File: src/rtl/mc_pkg.sv
// ---------------------------------------------------------------------------
// mc_pkg -- shared definitions for the multicycle processor control unit.
//
// Holds the FSM state enumeration (4-bit encoding), the supported opcode
// constants, and the encodings driven on the alu_op, alu_src_b and pc_source
// selects. No ports; imported by the interface, the controller and the bench.
// ---------------------------------------------------------------------------
package mc_pkg;

    typedef enum logic [3:0] {
        ST_FETCH  = 4'd0,
        ST_DECODE = 4'd1,
        ST_MEMADR = 4'd2,
        ST_MEMRD  = 4'd3,
        ST_MEMWB  = 4'd4,
        ST_MEMWR  = 4'd5,
        ST_REX    = 4'd6,
        ST_RWB    = 4'd7,
        ST_IEX    = 4'd8,
        ST_IWB    = 4'd9,
        ST_BEQ    = 4'd10,
        ST_JMP    = 4'd11,
        ST_ILL    = 4'd12
    } state_t;

    // Instruction bits 31-26.
    localparam logic [5:0] OP_RTYPE = 6'b000000;
    localparam logic [5:0] OP_LW    = 6'b100011;
    localparam logic [5:0] OP_SW    = 6'b101011;
    localparam logic [5:0] OP_BEQ   = 6'b000100;
    localparam logic [5:0] OP_J     = 6'b000010;
    localparam logic [5:0] OP_ADDI  = 6'b001000;

    // ALU operation select.
    localparam logic [1:0] ALU_ADD   = 2'b00;
    localparam logic [1:0] ALU_SUB   = 2'b01;
    localparam logic [1:0] ALU_FUNCT = 2'b10;

    // ALU B operand select: register B, constant 4, sign-extended immediate,
    // immediate shifted left by two (branch offset).
    localparam logic [1:0] SRCB_REG  = 2'b00;
    localparam logic [1:0] SRCB_FOUR = 2'b01;
    localparam logic [1:0] SRCB_IMM  = 2'b10;
    localparam logic [1:0] SRCB_BOFF = 2'b11;

    // PC source select: live ALU result, ALU result register, jump target.
    localparam logic [1:0] PCSRC_ALU    = 2'b00;
    localparam logic [1:0] PCSRC_ALUOUT = 2'b01;
    localparam logic [1:0] PCSRC_JUMP   = 2'b10;

endpackage

File: src/rtl/multicycle_ctrl_if.sv
// ---------------------------------------------------------------------------
// multicycle_ctrl_if -- bundle between the control unit and its datapath.
//
//   opcode        IR bits 31-26                 (datapath -> control)
//   mem_ready     memory access completes       (datapath -> control)
//   pc_write, pc_write_cond, iord, mem_read, mem_write, ir_write,
//   reg_dst, mem_to_reg, reg_write, alu_src_a, alu_src_b[1:0],
//   alu_op[1:0], pc_source[1:0]                 (control -> datapath)
//   illegal       one-cycle unsupported-opcode pulse
//   state[3:0]    current FSM state (debug)
//   instret       retired-instruction count, CNT_W bits
//
// master = control unit, slave = datapath.
// ---------------------------------------------------------------------------
interface multicycle_ctrl_if #(
    parameter int CNT_W = 32
);
    logic [5:0]       opcode;
    logic             mem_ready;
    logic             pc_write;
    logic             pc_write_cond;
    logic             iord;
    logic             mem_read;
    logic             mem_write;
    logic             ir_write;
    logic             reg_dst;
    logic             mem_to_reg;
    logic             reg_write;
    logic             alu_src_a;
    logic [1:0]       alu_src_b;
    logic [1:0]       alu_op;
    logic [1:0]       pc_source;
    logic             illegal;
    logic [3:0]       state;
    logic [CNT_W-1:0] instret;

    modport master (
        input  opcode, mem_ready,
        output pc_write, pc_write_cond, iord, mem_read, mem_write, ir_write,
               reg_dst, mem_to_reg, reg_write, alu_src_a, alu_src_b, alu_op,
               pc_source, illegal, state, instret
    );

    modport slave (
        output opcode, mem_ready,
        input  pc_write, pc_write_cond, iord, mem_read, mem_write, ir_write,
               reg_dst, mem_to_reg, reg_write, alu_src_a, alu_src_b, alu_op,
               pc_source, illegal, state, instret
    );

endinterface

File: src/rtl/multicycle_ctrl.sv
// ---------------------------------------------------------------------------
// multicycle_ctrl -- control FSM for a multicycle MIPS-style datapath.
//
// Ports:
//   clk    system clock, rising edge
//   rst_n  asynchronous active-low reset
//   bus    multicycle_ctrl_if.master: opcode/mem_ready in, datapath
//          controls, illegal pulse, debug state and instret out
//
// All controls are Moore decodes of the state register except pc_write and
// ir_write in FETCH, which wait on mem_ready so the PC and IR load only on
// the cycle the instruction word actually arrives.
// ---------------------------------------------------------------------------
module multicycle_ctrl
    import mc_pkg::*;
#(
    parameter int CNT_W = 32
) (
    input  logic               clk,
    input  logic               rst_n,
    multicycle_ctrl_if.master  bus
);

    state_t           r_state;
    state_t           w_next_state;
    logic             w_retire;
    logic [CNT_W-1:0] r_instret;

    // Next-state decode. MEMADR re-reads the opcode; it comes from the
    // instruction register, which is stable for the whole instruction.
    always_comb begin
        // NOTE: every combinational output gets a default before the case so
        // no path leaves it unassigned and no latch is inferred.
        w_next_state = r_state;
        unique case (r_state)
            ST_FETCH:  if (bus.mem_ready) w_next_state = ST_DECODE;
            ST_DECODE: begin
                unique case (bus.opcode)
                    OP_LW, OP_SW: w_next_state = ST_MEMADR;
                    OP_RTYPE:     w_next_state = ST_REX;
                    OP_ADDI:      w_next_state = ST_IEX;
                    OP_BEQ:       w_next_state = ST_BEQ;
                    OP_J:         w_next_state = ST_JMP;
                    default:      w_next_state = ST_ILL;
                endcase
            end
            ST_MEMADR: w_next_state = (bus.opcode == OP_LW) ? ST_MEMRD : ST_MEMWR;
            ST_MEMRD:  if (bus.mem_ready) w_next_state = ST_MEMWB;
            ST_MEMWR:  if (bus.mem_ready) w_next_state = ST_FETCH;
            ST_REX:    w_next_state = ST_RWB;
            ST_IEX:    w_next_state = ST_IWB;
            ST_MEMWB, ST_RWB, ST_IWB, ST_BEQ, ST_JMP, ST_ILL:
                       w_next_state = ST_FETCH;
            default:   w_next_state = ST_FETCH;
        endcase
    end

    // An instruction retires on the edge that leaves its final state. MEMWR
    // is the only final state that can stall, so it needs mem_ready too.
    always_comb begin
        w_retire = 1'b0;
        unique case (r_state)
            ST_MEMWB, ST_RWB, ST_IWB, ST_BEQ, ST_JMP: w_retire = 1'b1;
            ST_MEMWR:                                 w_retire = bus.mem_ready;
            default:                                  w_retire = 1'b0;
        endcase
    end

    // Reset drops any in-flight access on the floor: the FSM restarts at
    // FETCH, so a write strobe cut off by reset is never re-issued.
    always_ff @(posedge clk or negedge rst_n) begin
        // NOTE: state registers use non-blocking assignments so every flop
        // samples pre-edge values regardless of process ordering.
        if (!rst_n) begin
            r_state   <= ST_FETCH;
            r_instret <= '0;
        end else begin
            r_state <= w_next_state;
            if (w_retire) r_instret <= r_instret + CNT_W'(1);
        end
    end

    // Output decode.
    always_comb begin
        bus.pc_write      = 1'b0;
        bus.pc_write_cond = 1'b0;
        bus.iord          = 1'b0;
        bus.mem_read      = 1'b0;
        bus.mem_write     = 1'b0;
        bus.ir_write      = 1'b0;
        bus.reg_dst       = 1'b0;
        bus.mem_to_reg    = 1'b0;
        bus.reg_write     = 1'b0;
        bus.alu_src_a     = 1'b0;
        bus.alu_src_b     = SRCB_REG;
        bus.alu_op        = ALU_ADD;
        bus.pc_source     = PCSRC_ALU;
        bus.illegal       = 1'b0;
        unique case (r_state)
            ST_FETCH: begin
                bus.mem_read  = 1'b1;
                bus.alu_src_b = SRCB_FOUR;
                bus.pc_write  = bus.mem_ready;
                bus.ir_write  = bus.mem_ready;
            end
            ST_DECODE: bus.alu_src_b = SRCB_BOFF;
            ST_MEMADR: begin
                bus.alu_src_a = 1'b1;
                bus.alu_src_b = SRCB_IMM;
            end
            ST_MEMRD: begin
                bus.mem_read = 1'b1;
                bus.iord     = 1'b1;
            end
            ST_MEMWR: begin
                bus.mem_write = 1'b1;
                bus.iord      = 1'b1;
            end
            ST_MEMWB: begin
                bus.reg_write  = 1'b1;
                bus.mem_to_reg = 1'b1;
            end
            ST_REX: begin
                bus.alu_src_a = 1'b1;
                bus.alu_op    = ALU_FUNCT;
            end
            ST_RWB: begin
                bus.reg_write = 1'b1;
                bus.reg_dst   = 1'b1;
            end
            ST_IEX: begin
                bus.alu_src_a = 1'b1;
                bus.alu_src_b = SRCB_IMM;
            end
            ST_IWB: bus.reg_write = 1'b1;
            ST_BEQ: begin
                bus.alu_src_a     = 1'b1;
                bus.alu_op        = ALU_SUB;
                bus.pc_write_cond = 1'b1;
                bus.pc_source     = PCSRC_ALUOUT;
            end
            ST_JMP: begin
                bus.pc_write  = 1'b1;
                bus.pc_source = PCSRC_JUMP;
            end
            ST_ILL:  bus.illegal = 1'b1;
            default: ;
        endcase
    end

    assign bus.state   = r_state;
    assign bus.instret = r_instret;

endmodule

File: src/flat_wrapper.sv
// flat-port wrapper written by rule: the top's interface ports become plain ports
module multicycle_ctrl_flat import mc_pkg::*;
#(
    parameter int CNT_W = 32
)
  (clk, rst_n, bus_opcode, bus_mem_ready, bus_pc_write, bus_pc_write_cond, bus_iord, bus_mem_read, bus_mem_write, bus_ir_write, bus_reg_dst, bus_mem_to_reg, bus_reg_write, bus_alu_src_a, bus_alu_src_b, bus_alu_op, bus_pc_source, bus_illegal, bus_state, bus_instret);
  multicycle_ctrl_if #(.CNT_W(CNT_W)) bus_i ();
  input  logic clk;
  input  logic rst_n;
  input wire logic [$bits(bus_i.opcode)-1:0] bus_opcode;
  input wire logic [$bits(bus_i.mem_ready)-1:0] bus_mem_ready;
  output wire logic [$bits(bus_i.pc_write)-1:0] bus_pc_write;
  output wire logic [$bits(bus_i.pc_write_cond)-1:0] bus_pc_write_cond;
  output wire logic [$bits(bus_i.iord)-1:0] bus_iord;
  output wire logic [$bits(bus_i.mem_read)-1:0] bus_mem_read;
  output wire logic [$bits(bus_i.mem_write)-1:0] bus_mem_write;
  output wire logic [$bits(bus_i.ir_write)-1:0] bus_ir_write;
  output wire logic [$bits(bus_i.reg_dst)-1:0] bus_reg_dst;
  output wire logic [$bits(bus_i.mem_to_reg)-1:0] bus_mem_to_reg;
  output wire logic [$bits(bus_i.reg_write)-1:0] bus_reg_write;
  output wire logic [$bits(bus_i.alu_src_a)-1:0] bus_alu_src_a;
  output wire logic [$bits(bus_i.alu_src_b)-1:0] bus_alu_src_b;
  output wire logic [$bits(bus_i.alu_op)-1:0] bus_alu_op;
  output wire logic [$bits(bus_i.pc_source)-1:0] bus_pc_source;
  output wire logic [$bits(bus_i.illegal)-1:0] bus_illegal;
  output wire logic [$bits(bus_i.state)-1:0] bus_state;
  output wire logic [$bits(bus_i.instret)-1:0] bus_instret;
  assign bus_i.opcode = bus_opcode;
  assign bus_i.mem_ready = bus_mem_ready;
  assign bus_pc_write = bus_i.pc_write;
  assign bus_pc_write_cond = bus_i.pc_write_cond;
  assign bus_iord = bus_i.iord;
  assign bus_mem_read = bus_i.mem_read;
  assign bus_mem_write = bus_i.mem_write;
  assign bus_ir_write = bus_i.ir_write;
  assign bus_reg_dst = bus_i.reg_dst;
  assign bus_mem_to_reg = bus_i.mem_to_reg;
  assign bus_reg_write = bus_i.reg_write;
  assign bus_alu_src_a = bus_i.alu_src_a;
  assign bus_alu_src_b = bus_i.alu_src_b;
  assign bus_alu_op = bus_i.alu_op;
  assign bus_pc_source = bus_i.pc_source;
  assign bus_illegal = bus_i.illegal;
  assign bus_state = bus_i.state;
  assign bus_instret = bus_i.instret;
  multicycle_ctrl #(.CNT_W(CNT_W)) u_core (.clk(clk), .rst_n(rst_n), .bus(bus_i));
endmodule
File: config.mk
export PLATFORM = sky130hd
export DESIGN_NAME = multicycle_ctrl_flat
export DESIGN_NICKNAME = d
export VERILOG_FILES = /design/src/rtl/mc_pkg.sv /design/src/rtl/multicycle_ctrl_if.sv /design/src/rtl/multicycle_ctrl.sv /design/src/flat_wrapper.sv
export SDC_FILE = /design/constraint.sdc
export NUM_CORES = 1
export LEC_CHECK = 0
export ABC_AREA = 1
export BUFFER_PORTS_ARGS = -buffer_cell sky130_fd_sc_hd__buf_4
export CORE_UTILIZATION = 55
export DETAILED_ROUTE_END_ITERATION = 10
export GPL_ROUTABILITY_DRIVEN = 0
export MAX_ROUTING_LAYER = met4
export PLACE_DENSITY = 0.82
export SYNTH_ARGS = -nofsm -noshare
export SYNTH_HDL_FRONTEND = slang
export SYNTH_SLANG_ARGS = --single-unit
File: constraint.sdc
create_clock -name clk -period 2.55 [get_ports clk]
set_input_delay 0.51 -clock clk [delete_from_list [all_inputs] [get_ports clk]]
set_output_delay 0.51 -clock clk [all_outputs]
set_load 0.01 [all_outputs]
==> results of run 1 <==
critical path, delay by kind of cell, from the launching register on:
kind,cells,cell delay [ns]
compound gates,1,0.08
buf+inv,2,0.27
flops,1,0.43
simple gates,3,0.52
worst min path at each step:
stage / from / end / slack (ns) / depth (start not counted)
after floorplan: rst_n / u_core.bus.instret[0] / 0.21 / 0
after global placement: rst_n / u_core.bus.instret[3] / 0.49 / 1
after detailed placement: rst_n / u_core.bus.instret[3] / 0.49 / 1
after CTS: rst_n / u_core.bus.instret[30] / 0.18 / 1
after global routing: rst_n / u_core.bus.instret[3] / 0.20 / 1
final: rst_n / u_core.bus.instret[3] / 0.16 / 1
synth_stat cells (all sizes together):
cell type  instances
xnor2              6
o211ai             2
buf                5
xor2               8
nor3              18
nand3b             3
inv               49
nand4              9
o22ai              1
dfrtp             36
nand3             22
nand2            132
o21ai             24
nor2              60
o2111ai            1
a21oi              2
o21bai             1
ha                 1
registers in the layout, indices dropped and copies added, names as in the netlist:
signal,flops
u_core.bus.instret,32
u_core.bus.state,4
power groups by stage:
stage	registers, mW	clock network [mW]	logic (mW)
2_1_floorplan	0.773	0	0.545
3_3_place_gp	0.751	0	0.874
3_5_place_dp	0.758	0	0.883
4_1_cts	0.747	0.500	0.888
5_1_grt	0.762	0.522	0.978
6_report	0.747	0.495	0.888
per-stage QoR:
stage | area, µm² | hold WS [ns] | cells | util
finish | 3087 | 0.1580 | 496 | 0.7089
global route | 3087 | 0.2036 | 496 | 0.7089
CTS | 3087 | 0.1795 | 496 | 0.7089
detailed placement | 2979 | 0.4921 | 488 | 0.6842
global placement | 2979 | 0.4871 | 488 | 0.6842
floorplan | 2497 | 0.2144 | 380 | -
final cells by class:
class / instances / area [µm²]
repair buffers: 61 / 457.9
clock inverters: 2 / 35.03
clock buffers: 6 / 72.57
inverters: 49 / 183.9
multi-input cells: 290 / 1371
fillers: 385 / 1267
well taps: 52 / 65.06
flip-flops and latches: 36 / 900.9
per-layer routing:
| layer | track usage | wire length, µm | vias to the layer above | share of wire |
|---|---|---|---|---|
| li1 | - | - | 1324 | - |
| met1 | 0.3725 | 2889 | 1206 | 0.45 |
| met2 | 0.4542 | 2928 | 116 | 0.46 |
| met3 | 0.05523 | 409 | 13 | 0.064 |
| met4 | 0.1066 | 136 | 0 | 0.021 |
| met5 | - | 0 | - | 0 |
kinds of logic (layout without fill, tap and decap cells):
group	Yosys count	after routing	share of synthesized area
simple gates	244	244	0.4233
xor+xnor	14	14	0.05211
fa+ha+maj	1	1	0.005009
flops	36	36	0.3607
compound gates	31	31	0.06864
buf+inv	54	118	0.09018
==> impl_metrics.toml, run 1 <==
[power_and_ir_drop]
p_switching_mw = 0.8595
sw_frac_of_total = 0.4035
p_per_area_nw_per_um2 = 690.1
p_leak_nw = 1.520
p_int_mw = 1.271
power_mw = 2.130
p_comb_frac = 0.417
p_clk_frac = 0.232
pwr-share-seq = 0.351
peakVddDrop_v = 0.0005902

[hold_path]
hold_class = "input port to asynchronous set/reset pin"

[timing]
fmax_mhz = 479.1
clock_skew_ns = 0.005535
fin_tns_setup_ns = 0
finalWorstSetupSlack_ns = 0.4628
finalCriticalPeriod_ns = 2.087
hold_violations = 0
worstMarginPinSlew_ns = 0.4561
relSlewSlack = 0.6959
slew_viol_final = 0
timing.final.crit_share = 0.8185
setup_viol = 0
rsz0062_at_grt = "no"

[layout]
num_antenna_cells = 0
drive_gt1_frac = 0.1959
num-nets-final = 453
final_common_cell = "nand2_1"
area_delta_synth_final_pct = 23.60
final_cell_mix = "125 x nand2_1, 61 x buf_4, 54 x nor2_1"

[critical_path]
start_kind = "flip-flop"
end_kind = "output pin"
critPathSlowestCell = "dfrtp_1"
reg2reg_slack_ns = 0.67
r2r_cells = 10
r2r_end = "u_core.bus.instret[16]"
crit_fanout = 5
regToRegStartpoint = "u_core.bus.state[1]"
crit_path_end = "bus_alu_src_a"
cp-startpoint = "u_core.bus.state[2]"
slowest_delay_ns = 0.43
cp.arrival_ns = 1.58
cpMostUsedCell = "nor2_1"
required_ns = 2.04
path_cells = "nor2_1 > inv_1 > nor2_1 > nor2_1 > o21ai_0 > buf_4"
crit_type = "flip-flop to output pin"

[floorplanning]
ios = 62
die_area_um2 = 4814
initial_core_util = 0.5736
fp.dieW_um = 69.39
core_area_um2 = 4354
fp-row-count = 24
fp.dieH_um = 69.39

[clocking]
ctsHoldBuffers = 0
clk_path_buf_depth = 2
post_cts_buffers = 0
cts-resized-gates = 0
ctsHtreeMaxLevel = 2
cts-root-buf = "clkbuf_8"
cts_tree = "done"
cts_made_buffers = 5
cts.clk_slew.worst_paths_ns = 0.07
clk_latency_ns = 0.29
cts_sinks = 36

[synth]
synth_area_per_cell_um2 = 6.572
synthDistinctLibCells = 27
synth_top_area_cell = "dfrtp_1"
synthesis.area_um2 = 2497
synth_top_area_share = 0.3607
yosysWarnings = 0
yosysSeqAreaShare = 0.3607
synth_area_leaders = "dfrtp_1 36%, nand2_1 19%, nor2_1 8.1%, inv_1 6.9%, o21ai_0 4.6%"
syn_nets = 390
ys_ff_latch = 36
synth_cells = 380

[route]
drc = 0
wl_per_cell_um = 12.83
final_antenna_net_count = 0
via_per_inst = 5.361
via_count = 2659
dr.pass1.iters = 6
drt_iter0_drc = 230
drt_wl_total_um = 6363

[place]
io_buffers = 61
hpwl_um = 4881
post-place-ws_ns = 0.6909

[global_route]
grt_pass1_wl_um = 11050
antenna_found_initial = 0
grt_start_max_net_pins = 37
track_usage = 0.2892
grt_overflow_total = 0
grt_pass1_vias = 2491

[job]
cap_violations = 0

[outcome]
outcome = "finished clean"
No activity file was read; power rests on OpenSTA's default activity.
==> run 2, diff against run 1 <==
--- a/config.mk
+++ b/config.mk
@@ -7,11 +7,11 @@
 export LEC_CHECK = 0
 export ABC_AREA = 1
 export BUFFER_PORTS_ARGS = -buffer_cell sky130_fd_sc_hd__buf_4
-export CORE_UTILIZATION = 55
+export CORE_UTILIZATION = 54
 export DETAILED_ROUTE_END_ITERATION = 10
 export GPL_ROUTABILITY_DRIVEN = 0
 export MAX_ROUTING_LAYER = met4
-export PLACE_DENSITY = 0.82
+export PLACE_DENSITY = 0.81
 export SYNTH_ARGS = -nofsm -noshare
 export SYNTH_HDL_FRONTEND = slang
 export SYNTH_SLANG_ARGS = --single-unit
==> constraint.sdc (replaced) <==
create_clock -name clk -period 2.1 [get_ports clk]
set_input_delay 0.42 -clock clk [delete_from_list [all_inputs] [get_ports clk]]
set_output_delay 0.42 -clock clk [all_outputs]
set_load 0.01 [all_outputs]
==> impl_metrics.toml, run 2 (synthesized netlist as in run 1, its figures left out) <==
[outcome]
outcome = "finished clean"

[timing]
fmax_mhz = 505.3
setup_viol = 0
relSlewSlack = 0.6985
clock_skew_ns = 0.004629
finalCriticalPeriod_ns = 1.979
hold_violations = 0
worstMarginPinSlew_ns = 0.4523
timing.final.crit_share = 0.9424
fin_tns_setup_ns = 0
holdWs_ns = 0.07485
slew_viol_final = 0
rsz0062_at_grt = "no"

[power_and_ir_drop]
peakVddDrop_v = 0.0007299
sw_frac_of_total = 0.4240
p_clk_frac = 0.207
p_comb_frac = 0.433
p_int_mw = 1.454
p_leak_nw = 1.516
pwr-share-seq = 0.361
p_per_area_nw_per_um2 = 821.2
p_switching_mw = 1.070

[clocking]
post_cts_buffers = 0
clk_latency_ns = 0.29
cts_made_buffers = 5
cts_tree = "done"
cts-root-buf = "clkbuf_8"
ctsHtreeMaxLevel = 2
cts_sinks = 36
cts.clk_slew.worst_paths_ns = 0.08
clk_path_buf_depth = 2

[layout]
post-route-util = 0.6964
area_delta_synth_final_pct = 23.10
largest_reg_flops = 32
final_common_cell = "nand2_1"
final_cell_mix = "125 x nand2_1, 61 x buf_4, 53 x nor2_1"
num-nets-final = 453
drive_gt1_frac = 0.2005
num_antenna_cells = 0
final_area_um2 = 3074

[route]
dr.pass1.iters = 5
wl_per_cell_um = 13.06
final_antenna_net_count = 0
drt_wl_total_um = 6476
drc = 0
drt_iter0_drc = 206
via_per_inst = 5.448
via_count = 2702

[hold_path]
hold_class = "input port to asynchronous set/reset pin"

[place]
io_buffers = 61
hpwl_um = 4987
placed_cell_area_um2 = 2979

[global_route]
grt_overflow_total = 0
grt_start_max_net_pins = 37
antenna_found_initial = 0
grt_pass1_vias = 2538
track_usage = 0.2924
grt_pass1_wl_um = 11250

[job]
cap_violations = 0

[floorplanning]
ios = 62
fp.dieH_um = 70.01
die_area_um2 = 4901
core_area_um2 = 4414
fp.dieW_um = 70.01
fp-row-count = 24
initial_core_util = 0.5658

[critical_path]
required_ns = 1.68
crit_type = "flip-flop to output pin"
end_kind = "output pin"
cp.arrival_ns = 1.56
crit_fanout = 5
r2r_cells = 9
start_kind = "flip-flop"
run 2: power groups by stage:
| stage | clock network [mW] | logic [mW] | registers [mW] |
|---|---|---|---|
| floorplan | 0 | 0.662 | 0.939 |
| global placement | 0 | 1.06 | 0.914 |
| detailed placement | 0 | 1.08 | 0.920 |
| CTS | 0.526 | 1.09 | 0.906 |
| global route | 0.553 | 1.21 | 0.925 |
| finish | 0.522 | 1.09 | 0.910 |
run 2: critical path, stage by stage (launching register included):
cell and delay, ns:
dfrtp_1 0.44, nor2_2 0.19, inv_1 0.11, nor2_1 0.20, nor2_1 0.09, o21ai_0 0.09
buf_4 0.15
run 2: what timing repair did:
action / 4_1_cts / 5_1_grt
hold buffers: 0 / 0
resized for setup: 0 / 1
endpoints found under the setup margin: 0 / 2
run 2: final cells by class:
cell class              instances  area, µm²
fillers                       400       1340
well taps                      52      65.06
repair buffers                 61      457.9
inverters                      49      183.9
clock inverters                 2      10.01
multi-input cells             290       1374
flip-flops and latches         36      900.9
clock buffers                   6      82.58
run 2: final timing paths:
check | to | startpoint | slack, ns
min | u_core.bus.instret[4] | rst_n | 0.07
max in group asynchronous | u_core.bus.instret[18] | rst_n | 1.71
min in group clk | u_core.bus.state[1] | bus_mem_ready | 0.43
max | bus_alu_src_a | u_core.bus.state[2] | 0.12
min reg2reg | u_core.bus.instret[31] | u_core.bus.instret[31] | 0.54
max reg2reg | u_core.bus.instret[16] | u_core.bus.state[3] | 0.23
run 2: metrics by stage:
stage / power, mW / worst slack, ns / std cells
finish: 2.525 / 0.1209 / 496
detailed placement: 2.003 / 0.2604 / 488
global placement: 1.977 / 0.3626 / 488
floorplan: 1.601 / 0.5625 / 380
CTS: 2.524 / 0.08316 / 496
global route: 2.684 / 0.02005 / 496
run 2: routing by layer:
| layer | wire [µm] | vias to the layer above | GRT usage |
|---|---|---|---|
| met5 | 0 | - | - |
| li1 | - | 1328 | - |
| met1 | 2876 | 1245 | 0.3708 |
| met2 | 3050 | 110 | 0.4658 |
| met3 | 401 | 19 | 0.05051 |
| met4 | 148 | 0 | 0.1156 |
